File: src/rtl/alu_share_pkg.sv
// alu_share_pkg: op codes, FSM state type and legal-op decode shared by the ALU sharing block.
// Latency: none (constants and a pure function).
// Backpressure: not applicable.
package alu_share_pkg;

    localparam logic [2:0] ALU_ADD = 3'b000;
    localparam logic [2:0] ALU_SUB = 3'b001;
    localparam logic [2:0] ALU_AND = 3'b010;
    localparam logic [2:0] ALU_OR  = 3'b011;
    localparam logic [2:0] ALU_SLT = 3'b101;

    typedef enum logic [1:0] {
        ST_IDLE = 2'd0,
        ST_EXEC = 2'd1,
        ST_RESP = 2'd2
    } state_t;

    // True for the five op codes the shared ALU implements.
    function automatic logic alu_op_legal(input logic [2:0] op);
        return (op == ALU_ADD) || (op == ALU_SUB) || (op == ALU_AND) ||
               (op == ALU_OR)  || (op == ALU_SLT);
    endfunction

endpackage

File: src/rtl/alu_share_arb.sv
// alu_share_arb: 2-way grant for the shared ALU, fixed priority or round-robin tie-break.
// Latency: grant is combinational from the valids; pointer updates on the accepting edge.
// Backpressure: grants only while en is high (owner FSM idle); otherwise grant is 0.
// Build option: ALU_SHARE_RR_EN adds the last-grant pointer (clk/rst_n ports exist only then).
// Ports: en (FSM idle), req_valid[1:0], grant[1:0] one-hot or zero.
module alu_share_arb (
`ifdef ALU_SHARE_RR_EN
    input  logic       clk,
    input  logic       rst_n,
`endif
    input  logic       en,
    input  logic [1:0] req_valid,
    output logic [1:0] grant
);

`ifdef ALU_SHARE_RR_EN
    // Id of the requester granted last; reset to 1 so requester 0 wins the first tie.
    logic last_grant;

    always_ff @(posedge clk or negedge rst_n) begin
        if (!rst_n) begin
            last_grant <= 1'b1;
        end else if (en && (req_valid != 2'b00)) begin
            last_grant <= grant[1];
        end
    end
`endif

    always_comb begin
        grant = 2'b00;
        if (en) begin
            case (req_valid)
                2'b01:   grant = 2'b01;
                2'b10:   grant = 2'b10;
`ifdef ALU_SHARE_RR_EN
                2'b11:   grant = last_grant ? 2'b01 : 2'b10;
`else
                2'b11:   grant = 2'b01;
`endif
                default: grant = 2'b00;
            endcase
        end
    end

endmodule

File: src/rtl/alu_share_ctrl.sv
// alu_share_ctrl: shares one single-cycle ALU between core (req0) and cache controller (req1).
// Latency: accept in T, ALU driven in T+1, response valid from T+2; next accept no earlier than T+3.
// Backpressure: owner rsp_ready low holds RESP and the response registers indefinitely; req ready 0 while busy.
// Build option: ALU_SHARE_RR_EN selects round-robin tie-break (default: requester 0 wins ties).
// Ports: clk/rst_n; req{0,1}_valid/ready/srcA/srcB/ctrl; rsp{0,1}_valid/ready, rsp_res/rsp_zero/rsp_illegal;
//        alu_srcA/alu_srcB/alu_ctrl drive the shared ALU, alu_res/alu_zero come back from it.
module alu_share_ctrl
    import alu_share_pkg::*;
#(
    parameter int WIDTH = 32
) (
    input  logic             clk,
    input  logic             rst_n,
    input  logic             req0_valid,
    output logic             req0_ready,
    input  logic [WIDTH-1:0] req0_srcA,
    input  logic [WIDTH-1:0] req0_srcB,
    input  logic [2:0]       req0_ctrl,
    input  logic             req1_valid,
    output logic             req1_ready,
    input  logic [WIDTH-1:0] req1_srcA,
    input  logic [WIDTH-1:0] req1_srcB,
    input  logic [2:0]       req1_ctrl,
    output logic             rsp0_valid,
    input  logic             rsp0_ready,
    output logic             rsp1_valid,
    input  logic             rsp1_ready,
    output logic [WIDTH-1:0] rsp_res,
    output logic             rsp_zero,
    output logic             rsp_illegal,
    output logic [WIDTH-1:0] alu_srcA,
    output logic [WIDTH-1:0] alu_srcB,
    output logic [2:0]       alu_ctrl,
    input  logic [WIDTH-1:0] alu_res,
    input  logic             alu_zero
);

    state_t     state, state_nxt;
    logic [1:0] grant;
    logic       owner;
    logic       req_fire;
    logic       rsp_fire;

    alu_share_arb u_arb (
`ifdef ALU_SHARE_RR_EN
        .clk       (clk),
        .rst_n     (rst_n),
`endif
        .en        (state == ST_IDLE),
        .req_valid ({req1_valid, req0_valid}),
        .grant     (grant)
    );

    // Grant is already gated by IDLE, so ready depends only on the valids and state.
    assign req0_ready = grant[0];
    assign req1_ready = grant[1];
    assign req_fire   = grant != 2'b00;

    assign rsp0_valid = (state == ST_RESP) && !owner;
    assign rsp1_valid = (state == ST_RESP) &&  owner;
    // Only the owner's ready can retire the response.
    assign rsp_fire   = owner ? (rsp1_valid && rsp1_ready) : (rsp0_valid && rsp0_ready);

    always_comb begin
        state_nxt = state;
        case (state)
            ST_IDLE: if (req_fire) state_nxt = ST_EXEC;
            ST_EXEC: state_nxt = ST_RESP;
            ST_RESP: if (rsp_fire) state_nxt = ST_IDLE;
            default: state_nxt = ST_IDLE;
        endcase
    end

    always_ff @(posedge clk or negedge rst_n) begin
        if (!rst_n) begin
            state <= ST_IDLE;
        end else begin
            state <= state_nxt;
        end
    end

    // Issue registers double as the ALU drive and keep the last op outside EXEC.
    always_ff @(posedge clk or negedge rst_n) begin
        if (!rst_n) begin
            alu_srcA <= '0;
            alu_srcB <= '0;
            alu_ctrl <= 3'b000;
            owner    <= 1'b0;
        end else if ((state == ST_IDLE) && req_fire) begin
            alu_srcA <= grant[1] ? req1_srcA : req0_srcA;
            alu_srcB <= grant[1] ? req1_srcB : req0_srcB;
            alu_ctrl <= grant[1] ? req1_ctrl : req0_ctrl;
            owner    <= grant[1];
        end
    end

    // Response registers load once at the end of EXEC and then hold until the next op.
    always_ff @(posedge clk or negedge rst_n) begin
        if (!rst_n) begin
            rsp_res     <= '0;
            rsp_zero    <= 1'b0;
            rsp_illegal <= 1'b0;
        end else if (state == ST_EXEC) begin
            rsp_res     <= alu_res;
            rsp_zero    <= alu_zero;
            rsp_illegal <= !alu_op_legal(alu_ctrl);
        end
    end

endmodule

File: config.mk
export PLATFORM = sky130hd
export DESIGN_NAME = alu_share_ctrl
export DESIGN_NICKNAME = d
export VERILOG_FILES = /design/src/rtl/alu_share_pkg.sv /design/src/rtl/alu_share_arb.sv /design/src/rtl/alu_share_ctrl.sv
export SDC_FILE = /design/constraint.sdc
export NUM_CORES = 1
export LEC_CHECK = 0
export CORE_MARGIN = 2
export CORE_UTILIZATION = 38
export DETAILED_ROUTE_END_ITERATION = 8
export GPL_TIMING_DRIVEN = 0
export PLACE_DENSITY_LB_ADDON = 0.15
export SLEW_MARGIN = 20
export SYNTH_ARGS = -nofsm -noshare
export SYNTH_HDL_FRONTEND = slang
export SYNTH_HIERARCHICAL = 1
export SYNTH_SLANG_ARGS = --single-unit
File: constraint.sdc
create_clock -name clk -period 2.5 [get_ports clk]
set_input_delay 0.5 -clock clk [delete_from_list [all_inputs] [get_ports clk]]
set_output_delay 0.5 -clock clk [all_outputs]
set_load 0.01 [all_outputs]
==> metrics.md <==
| Metric | Value |
|---|---|
| Area share of the largest cell type after synthesis | `0.544` |
| Outcome | `finished clean` |
| Num Clock Sinks | `104` |
| Commonest cells post-synth | `147 x mux2_2, 104 x dfrtp_1, 18 x mux2_4, 10 x buf_2, 6 x buf_6` |
| Final Hold Viols | `0` |
| Min cycle time layout | `between 2 and 2.5 ns` |
| Final Max Tran Viols | `0` |
| Actual slew at the worst max-slew pin | `0.593 ns` |
| Register area share after synthesis | `0.544` |
| Fin worst setup slack | `~0.26 ns` |
| Power per cell area | `about 1200 nW/µm²` |
| Fraction of layout cells with a size suffix above 1 | `0.334` |
| Wire length per cell | `16.8 µm` |
| EDFF count, synth | `0` |
| Net count after synthesis | `481` |
| Antenna violations before repair | `0` |
| First-pass GRT wire length | `about 19000 µm` |
| FF-to-FF path depth | `6` |
| Portion of total power attributed to sequential cells | `0.316` |
| Critical path cell sequence | `clkdlybuf4s50_1, and3b_1, clkdlybuf4s50_1` |
| Fillers | `about 920` |
| Clock transition at path regs | `0.06 ns` |
| Final antenna diode count | `0` |
| Skew-Pair Late Insertion Delay | `0.35 ns` |
| Detailed router's first-iteration violation count | `91` |
| Total CTS buffers | `9` |
| Peak Freq | `446 MHz` |
| Area leader, netlist | `dfrtp_1` |
| Synth Flop Type | `dfrtp_1` |
| Worst VDD drop | `671 µV` |
| Vias | `3546` |
| Leakage | `3.34 nW` |
| Max Cap Viol | `0` |
| Dominant cell by count in the synthesized netlist | `mux2_2` |
| Multi-input gate area | `2040 µm²` |
| CP top delay family | `buffers and inverters` |
| Crit end category | `output port` |
| Cell-internal power | `6.77 mW` |
| Flops & latches, synth | `104` |
| Area contributors post-synth | `dfrtp_1 54%, mux2_2 35%, mux2_4 5.7%` |
| Die area | `13500 µm²` |
| Biggest cell delay along the critical path | `0.57 ns` |
| FP Rows | `40` |
| H-tree depth | `3` |
| Final WL | `12900 µm` |
| Net Sw Power | `between 2 and 3 mW` |
| Crit-path most repeated cell | `clkdlybuf4s50_1` |
| Endpoints failing setup | `0` |
| PostCTS Resize Cnt | `0` |
| Worst Skew | `0.00493 ns` |
| Finished Layout Cells | `just under 800` |
| Max-slew headroom | `0.605` |
| Core ar. | `around 12000 µm²` |
| Critical-path top delay cell | `clkdlybuf4s50_1` |
| Period utilisation layout | `0.897` |
| DRC Markers | `0` |
| Cells after synthesis | `308` |
| Hold Crit Class | `input pin to asynchronous set/reset pin` |
| Vias in the first global route | `3822` |
| Unrepaired setup endpoints after global routing | `no` |
| Largest net degree at the start of global routing | `a little under 60` |
| Critical path type | `input pin to output port` |
| Worst setup SP type | `input pin` |
| Die height | `around 120 µm` |
| Reg2reg end | `alu_srcA[13]` |
| Die width | `~120 µm` |
| Switching share of power | `0.285` |
| R2r startpoint | `state[0]` |
| Post-DRT Antenna Nets | `0` |
| Via density | `approximately 4.6` |
| Seq. cell area | `2600 µm²` |
| CTS Buffer Depth | `2` |
| Starting Density | `0.393` |
| Final Wtd Congestion | `0.725` |
| Comb power frac | `0.490` |
| GR Util All Layers | `0.191` |
| # nets final | `just under 800` |
| Critical Path Fanout Max | `2` |
| 1st-pass router iterations | `4` |
| Total grt overflow | `0` |
| CTS tree | `yes` |
| Crit path required time | `2.00 ns` |
| Clock power frac | `0.194` |
| Worst EP arrival | `1.74 ns` |
| R2R Setup Slk | `about 0.30 ns` |
| Yosys cell types | `18` |
| IO buf count | `around 280` |
| Area grow syn2layout | `71.4%` |
| HPWL after DPL | `10100 µm` |
| Synth Area per Inst | `between 15 and 20 µm²` |
| # hold bufs at CTS | `0` |
| Clk root buf | `clkbuf_16` |
| Dpl cells | `754` |
| Synthesis warning total | `6` |
| Asr flop ratio synth | `1.00` |
| Area of the mapped netlist | `roughly 4800 µm²` |
| Pre-CTS setup slack | `-0.0700 ns` |
| Post-CTS Setup Inserts | `0` |
| Ports | `approximately 280` |
| Buf/Inv on CP | `2` |
==> cells in the final DEF, fill, tap and decap left out, types with 2 or more instances in the layout <==
cell type and instances:
bufinv_16 5, nand2_1 2, clkbuf_8 2, mux2_2 147, dfrtp_1 104, nand2b_1 2, clkdlybuf4s50_1 276, clkbuf_1 4
mux2i_1 2, buf_6 7, nor2_1 2, clkbuf_16 9, mux2_4 18, inv_1 2, buf_2 10, o21ai_0 3
==> through the flow <==
step | utilization | hold slack (ns) | area (µm²) | TNS (ns) | total power, mW
2_1_floorplan | - | 0.204 | 4780 | 0 | 5.23
5_1_grt | 0.674 | 0.107 | 8200 | 0 | 10.0
3_3_place_gp | 0.638 | 0.467 | 7760 | -310.91 | 7.60
4_1_cts | 0.674 | 0.0878 | 8200 | 0 | 9.62
3_5_place_dp | 0.641 | 0.464 | 7790 | -1.01 | 7.72
6_report | 0.674 | 0.0872 | 8200 | 0 | 9.47
==> area by class of cell <==
cell class	count	area share
timing repair buffer	278	0.342
sequential	104	0.318
multi-input combinational	182	0.249
clock buffer	11	0.0308
tap	168	0.0256
clock inverter	5	0.0183
buffer	20	0.0162
inverter	2	0.000916
==> power by group through the flow <==
stage          combinational [mW]  sequential (mW)  clock (mW)
2_1_floorplan                1.83             3.40           0
3_3_place_gp                 4.62             2.98           0
3_5_place_dp                 4.70             3.02           0
4_1_cts                      4.73             3.00        1.89
5_1_grt                      4.94             3.10        1.97
6_report                     4.64             2.99        1.84
==> state kept, by name, indices dropped and copies added, names as in the netlist <==
signal,flops
rsp_res,32
owner,1
alu_ctrl,3
alu_srcB,32
rsp_zero,1
alu_srcA,32
state,2
rsp_illegal,1
==> kinds of logic after synthesis <==
group	share of synthesized area
multiplexers	0.409
AO/OA/AOI/OAI	0.00654
flip-flops	0.544
buffers and inverters	0.0293
AND/OR/NAND/NOR	0.0105
==> per-layer routing <==
layer,vias to the layer above,GRT usage,routed length (µm)
li1,1677,-,-
met1,1699,0.199,4610
met2,145,0.347,6820
met3,25,0.0638,1160
met4,0,0.0873,356
met5,-,0,0
==> worst max-delay path by stage <==
stage / startpoint / depth (start not counted) / to
finish: req0_valid / 3 / req1_ready
global route: state[0] / 6 / alu_srcA[27]
CTS: state[0] / 3 / req1_ready
detailed placement: req0_valid / 6 / alu_srcA[13]
global placement: rst_n / 1 / alu_srcB[21]
floorplan: state[0] / 6 / alu_srcA[0]
(Power assumes the default switching activity.)
